### src/rtl/accum_ctrl.sv
// accum_ctrl: write/accumulate and drain sequencer for one accumulator column slice.
// Optional macro ACCUM_CTRL_READY_EN adds the out_ready port for drain backpressure.
module accum_ctrl #(
    parameter int unsigned MAX_OUT_ROWS = 128,
    parameter int unsigned MAX_OUT_COLS = 128,
    parameter int unsigned SYS_ARR_COLS = 16,
    localparam int unsigned NUM_BLOCKS = MAX_OUT_COLS / SYS_ARR_COLS,
    localparam int unsigned NUM_ACCUM_ROWS = MAX_OUT_ROWS * NUM_BLOCKS,
    localparam int unsigned ADDR_W = $clog2(NUM_ACCUM_ROWS),
    localparam int unsigned ROW_W = $clog2(MAX_OUT_ROWS) + 1,
    localparam int unsigned BLK_W = (NUM_BLOCKS > 1) ? $clog2(NUM_BLOCKS) : 1
) (
    input  logic              clk,
    input  logic              reset,
    input  logic              start,
    input  logic [ROW_W-1:0]  num_rows,
    input  logic [7:0]        num_passes,
    input  logic [BLK_W-1:0]  col_block,
    input  logic              sys_valid,
`ifdef ACCUM_CTRL_READY_EN
    input  logic              out_ready,
`endif
    output logic              wr_en,
    output logic [ADDR_W-1:0] wr_addr,
    output logic              wr_first,
    output logic              rd_en,
    output logic [ADDR_W-1:0] rd_addr,
    output logic              out_valid,
    output logic              busy,
    output logic              done
);

    localparam logic [1:0] S_IDLE  = 2'd0;
    localparam logic [1:0] S_ACCUM = 2'd1;
    localparam logic [1:0] S_DRAIN = 2'd2;
    localparam logic [1:0] S_DONE  = 2'd3;

    logic [1:0]        state, state_d;
    logic [ROW_W-1:0]  row_cnt, row_cnt_d;
    logic [7:0]        pass_cnt, pass_cnt_d;
    logic [ADDR_W-1:0] base, base_d;
    logic [ROW_W-1:0]  num_rows_q, num_rows_d;
    logic [7:0]        num_passes_q, num_passes_d;
    logic              start_ok;
    logic              rd_go;

    assign start_ok = (num_rows != '0) && (32'(num_rows) <= MAX_OUT_ROWS) &&
                      (num_passes != 8'd0) && (32'(col_block) < NUM_BLOCKS);

`ifdef ACCUM_CTRL_READY_EN
    assign rd_go = out_ready;
`else
    assign rd_go = 1'b1;
`endif

    assign busy = (state != S_IDLE);
    assign done = (state == S_DONE);

    // State, counters, latched config and the read-latency-aligned valid
    always_ff @(posedge clk) begin
        if (reset) begin
            state        <= S_IDLE;
            row_cnt      <= '0;
            pass_cnt     <= '0;
            base         <= '0;
            num_rows_q   <= '0;
            num_passes_q <= '0;
            out_valid    <= 1'b0;
        end else begin
            state        <= state_d;
            row_cnt      <= row_cnt_d;
            pass_cnt     <= pass_cnt_d;
            base         <= base_d;
            num_rows_q   <= num_rows_d;
            num_passes_q <= num_passes_d;
            out_valid    <= rd_en;
        end
    end

    // Next-state, counter updates and memory-side strobes
    always_comb begin
        state_d      = state;
        row_cnt_d    = row_cnt;
        pass_cnt_d   = pass_cnt;
        base_d       = base;
        num_rows_d   = num_rows_q;
        num_passes_d = num_passes_q;
        wr_en        = 1'b0;
        wr_addr      = '0;
        wr_first     = 1'b0;
        rd_en        = 1'b0;
        rd_addr      = '0;
        case (state)
            S_IDLE: begin
                if (start && start_ok) begin
                    state_d      = S_ACCUM;
                    num_rows_d   = num_rows;
                    num_passes_d = num_passes;
                    base_d       = ADDR_W'(col_block) * ADDR_W'(MAX_OUT_ROWS);
                    row_cnt_d    = '0;
                    pass_cnt_d   = '0;
                end
            end
            S_ACCUM: begin
                wr_en    = sys_valid;
                wr_addr  = base + ADDR_W'(row_cnt);
                wr_first = (pass_cnt == 8'd0);
                if (sys_valid) begin
                    if (row_cnt == num_rows_q - ROW_W'(1)) begin
                        row_cnt_d  = '0;
                        pass_cnt_d = pass_cnt + 8'd1;
                        if (pass_cnt == num_passes_q - 8'd1) begin
                            state_d = S_DRAIN;
                        end
                    end else begin
                        row_cnt_d = row_cnt + ROW_W'(1);
                    end
                end
            end
            S_DRAIN: begin
                rd_en   = rd_go;
                rd_addr = base + ADDR_W'(row_cnt);
                if (rd_go) begin
                    if (row_cnt == num_rows_q - ROW_W'(1)) begin
                        row_cnt_d = '0;
                        state_d   = S_DONE;
                    end else begin
                        row_cnt_d = row_cnt + ROW_W'(1);
                    end
                end
            end
            S_DONE: begin
                state_d = S_IDLE;
            end
            default: begin
                state_d = S_IDLE;
            end
        endcase
    end

endmodule
### config.mk
export PLATFORM = sky130hd
export DESIGN_NAME = accum_ctrl
export DESIGN_NICKNAME = d
export VERILOG_FILES = /design/src/rtl/accum_ctrl.sv
export SDC_FILE = /design/constraint.sdc
export NUM_CORES = 1
export LEC_CHECK = 0
export ABC_AREA = 0
export BUFFER_PORTS_ARGS = -buffer_cell sky130_fd_sc_hd__buf_2
export CAP_MARGIN = 0
export CELL_PAD_IN_SITES_DETAIL_PLACEMENT = 1
export CELL_PAD_IN_SITES_GLOBAL_PLACEMENT = 2
export CORE_UTILIZATION = 30
export CTS_CLUSTER_DIAMETER = 150
export DETAILED_ROUTE_END_ITERATION = 8
export PLACE_DENSITY_LB_ADDON = 0.1
export SYNTH_ARGS = -nofsm -noshare
export SYNTH_HDL_FRONTEND = slang
export SYNTH_SLANG_ARGS = --single-unit
export TNS_END_PERCENT = 50
### constraint.sdc
create_clock -name clk -period 3.5 [get_ports clk]
set_input_delay 0.175 -clock clk [delete_from_list [all_inputs] [get_ports clk]]
set_output_delay 0.175 -clock clk [all_outputs]
set_load 0.05 [all_outputs]
Yosys cells after proc, flatten, opt, wreduce, memory -nomap -nowiden. Index checks and enable logic that the tools add are counted.

Equal/unequal tests: 10. Multiplexer cells: 18. Magnitude comparators: 1. Add/subtract/negate cells: 5. Reduce and logical (&&, ||, !) cells: 14.

Operators with widths (number): $mux W8 (5); $pmux W8 S3 (1); $mux W10 (2); $add A8 B1 Y8 const B (2); $eq A8 B8 Y1 (2); $pmux W8 S2 (1); $reduce_bool A8 Y1 (2); $sub A8 B1 Y8 const B (2); $add A10 B8 Y10 (1); $mux W2 (5); $ne A2 B2 Y1 const B (5); $le A8 B8 Y1 const B (1); $logic_not A8 Y1 (1); $pmux W2 S4 (1); $reduce_and A5 Y1 (1); $eq A2 B2 Y1 const B (2); $reduce_and A4 Y1 (1); $reduce_bool A2 Y1 (2); $logic_and A1 B1 Y1 (3); $mux W1 (3); $reduce_and A3 Y1 (1); $reduce_bool A3 Y1 (1); $eq A2 B1 Y1 const B (1); $logic_not A2 Y1 (1); $reduce_and A2 Y1 (1).

Register bits after elaboration: 38. Word-level logic and storage cells: 55. Input bits: 23. Output and inout bits: 26.

Longest topological paths before layout.
Word-level depth: 6. Mapped depth: 11. Depth with buffers taken out: 9.

Worst setup path before layout. No wires, ideal clock.

Path type: flip-flop to flip-flop. From: reg num_rows_q[0]. To: reg pass_cnt[4]. Path slack: 0.946 ns. Cell stages (with the launch flop): 11. Arrival time: 2.484 ns. Clock period less this slack: 2.554 ns. Data required time: 3.430 ns. Library setup time: 0.070 ns. Buffers on the path: 2. Cells stage by stage: dfxtp_1 -> clkbuf_2 -> inv_1 -> ha_1 -> xnor2_1 -> or3_1 -> a211oi_4 -> a31oi_2 -> buf_6 -> or4_1 -> a21oi_1.

Word-level cells in the longest chain between the ends: 4.

Ends and longest elaborated chain: start, declared (line 42) `logic [ROW_W-1:0] num_rows_q, num_rows_d;`; start signal, assigned (line 74) `num_rows_q <= num_rows_d;`; $sub A8 B1 Y8 (line 109) `if (row_cnt == num_rows_q - ROW_W'(1)) begin`; $eq A8 B8 Y1 (line 109); $ne A2 B2 Y1 (no source line); $reduce_and A4 Y1 (no source line); end signal, assigned (line 72) `pass_cnt <= pass_cnt_d;`; end, declared (line 40) `logic [7:0] pass_cnt, pass_cnt_d;`.

Every way passes these cells. A chain may end at the register's enable or synchronous reset.

Final worst setup path.
From: reg num_rows_q[0]. To: reg pass_cnt[3].

Same word-level chain as after synthesis.

==> impl_metrics.tcl <==
set metrics [dict create \
    outcome "finished clean" \
    num-fill-cells 995 \
    cts_resized 0 \
    hold_path_class "input pin to flip-flop" \
    regArea_sq_um 761 \
    setup_slack_ps 698 \
    post-synth-top-area-fraction 0.306 \
    synth_edf_count 0 \
    grt_antenna_before_repair 0 \
    whs_path_depth 3 \
    power.net_switching_w 0.000698 \
    reg2regPathDepth 8 \
    final_routed_drc_violation_total 0 \
    place.gp.congestion 0.731 \
    mostFrequentLayoutCell "sky130_fd_sc_hd__buf_2" \
    dieWidth_um 93.0 \
    grt_start_max_net_pins 33 \
    cts-root-to-sink-buffers 2 \
    worst_r2r_startpoint "num_rows_q[0]" \
    final_design_area_no_fill_sq_mm 0.00288 \
    gr-total-overflow 0 \
    worst_skew_late_latency_ps 300 \
    routed_wl_mm 7.25 \
    ys_ff_latch 38 \
    floorplan.rows 32 \
    timing.critical_path.arrival_ps 3030 \
    route.detailed.wl_per_inst_um 16.0 \
    setup_viol 0 \
    cts-htree-levels 2 \
    die-area_sq_mm 0.00866 \
    synthArstFlopShare 0 \
    worst-setup-path-type "flip-flop to flip-flop" \
    most_used_cells_in_the_layout_excluding_fill_and_tap_cells "sky130_fd_sc_hd__buf_2 (48), sky130_fd_sc_hd__dfxtp_1 (38), sky130_fd_sc_hd__nor2_1 (35)" \
    detailed_place.area_sq_mm 0.00280 \
    yosys-top-cells-area "sky130_fd_sc_hd__dfxtp_1 (31%), sky130_fd_sc_hd__mux2i_1 (9.3%), sky130_fd_sc_hd__ha_1 (5.5%)" \
    postCtsHoldBufs 0 \
    cp.required_ps 3720 \
    pre_cts_ws_ps 702 \
    detail-route-antenna-nets 0 \
    cts_root_buf "sky130_fd_sc_hd__clkbuf_8" \
    yosys.cell_types.count 47 \
    dominantRegCellSynth "sky130_fd_sc_hd__dfxtp_1" \
    power.ir.vdd_worst_mv 0.264 \
    synth_fp_nets 341 \
    synth.yosys.warnings 0 \
    intPower_w 0.000862 \
    die_height_um 93.0 \
    post_synth.cell_area_avg_sq_um 8.10 \
    timing.final.max_slew_violations 0 \
    vias_per_cell 4.96 \
    netlist.top_cell.by_area "sky130_fd_sc_hd__dfxtp_1" \
    max_cap_violations 0 \
    crit_path_end_kind "flip-flop" \
    hold_start "col_block[0]" \
    final_core_util 0.365 \
    clock_sink_count 38 \
    detailedRoute.firstPassIterationCount 4 \
    cts_tree "built" \
    synth_seq_area_share 0.306 \
    crit_path_start "num_rows_q[0]" \
    setup.worst_path.start_class "flip-flop" \
    max_transition_margin 0.528 \
    unrepaired_setup_endpoints_after_global_routing "no" \
    tns_ps 0 \
    grt_pass1_vias 2304 \
    global_route.usage.total 0.180 \
    clkTransAtPathRegs_ps 80 \
    first_iter_violations 51 \
    critical_path_maximum_fanout 11 \
    clock_power_frac 0.192 \
    tritoncts.num_buffers 5 \
    clock_skew_ps 10.6 \
    detailedPlacementHpwl_mm 5.47 \
    combinationalPowerShare 0.476 \
    io_pins 49 \
    finalCritPeriodShare 0.801 \
    timing.fmax_ghz 0.357 \
    area_delta_synth_final_pct 15.8 \
    swShare 0.447 \
    antenna_cells_inserted 0 \
    power.leakage_nw 1.20 \
    final_layout_size_suffix_gt1_frac 0.189 \
    report.final.hold_viol_count 0 \
    synthCells 307 \
    worst_hold_slack_ps 121 \
    pwr-share-seq 0.332 \
    nNetsFinal 384 \
    core_area_sq_mm 0.00789 \
    postCtsSetupBuffers 0 \
    power_density_mw_per_mm2 542 \
    synth.cell_area_sq_mm 0.00249 \
    multiInputGateArea_sq_mm 0.00160 \
    slew_worst_pin_ps 702 \
    grt_first_pass_wirelength_mm 11.9 \
    start_util 0.315 \
    finalCriticalPeriod_ps 2800 \
    quantity_of_i_o_buffers_inserted_on_ports 48 \
    routed-via-count 2241 \
]
## layer usage
metal	wire length, um	up-vias	GRT usage
met1	3930	1064	0.258
met2	3090	25	0.275
li1	-	1147	-
met3	176	5	0.0317
met4	58	0	0.0487
met5	0	-	0
## area by class of cell
type	count	area share
Clock buffer	7	0.0265
Tap cell	102	0.0443
Multi-Input combinational cell	241	0.555
Sequential cell	38	0.264
Timing Repair Buffer	52	0.0939
Inverter	12	0.0157
## final timing paths
kind,to,slack (ps)
worst min-delay path,base[7],120
worst max-delay path,pass_cnt[3],700
worst min register to register,state[1],510
worst max register to register,pass_cnt[3],700
## critical path, cell delays in order (launching register included)
cell                       delay, ps
sky130_fd_sc_hd__dfxtp_1         450
sky130_fd_sc_hd__inv_1            80
sky130_fd_sc_hd__ha_1            310
sky130_fd_sc_hd__xnor2_1         130
sky130_fd_sc_hd__or3_1           420
sky130_fd_sc_hd__a211oi_4        370
sky130_fd_sc_hd__a31oi_2         280
sky130_fd_sc_hd__or4_1           550
sky130_fd_sc_hd__a21oi_1         150
## registers in the layout, summed over array words and instances (netlist names)
register,count
num_passes_q,8
num_rows_q,8
pass_cnt,8
row_cnt,8
base,3
state,2
out_valid,1
## stage by stage
step / std cells / power (W)
final: 452 / 0.00156
after CTS: 452 / 0.00159
after global routing: 452 / 0.00169
after detailed placement: 445 / 0.00128
after floorplan: 307 / 0.00111
after global placement: 445 / 0.00127
## logic make-up after synthesis
kind of cell	count (synthesis)	share of synthesized area
simple gates	138	0.287
flops	38	0.306
fa+ha+maj	11	0.0554
mux	23	0.0926
buf+inv	28	0.0513
compound gates	46	0.126
xor+xnor	23	0.0810
## Yosys cell counts, types with 3 or more instances
cell type / number
sky130_fd_sc_hd__buf_2: 5
sky130_fd_sc_hd__inv_1: 12
sky130_fd_sc_hd__nand3b_1: 3
sky130_fd_sc_hd__a211oi_1: 4
sky130_fd_sc_hd__clkbuf_1: 6
sky130_fd_sc_hd__nand3_1: 10
sky130_fd_sc_hd__xor2_1: 12
sky130_fd_sc_hd__or3_1: 8
sky130_fd_sc_hd__dfxtp_1: 38
sky130_fd_sc_hd__mux2i_1: 23
sky130_fd_sc_hd__or4_1: 4
sky130_fd_sc_hd__nor4_1: 7
sky130_fd_sc_hd__xnor2_1: 11
sky130_fd_sc_hd__nand2_1: 31
sky130_fd_sc_hd__nor2b_1: 3
sky130_fd_sc_hd__a21oi_1: 15
sky130_fd_sc_hd__a31oi_1: 4
sky130_fd_sc_hd__and2_1: 20
sky130_fd_sc_hd__o21ai_0: 8
sky130_fd_sc_hd__nor2_1: 35
sky130_fd_sc_hd__ha_1: 11
## power by group through the flow
stage,Sequential [W],Combinational [W],Clock [W]
CTS,0.000520,0.000753,0.000314
floorplan,0.000518,0.000588,0
global route,0.000527,0.000827,0.000333
finish,0.000518,0.000742,0.000300
global placement,0.000528,0.000747,0
detailed placement,0.000531,0.000749,0
Power figures use the tool's default switching activity.
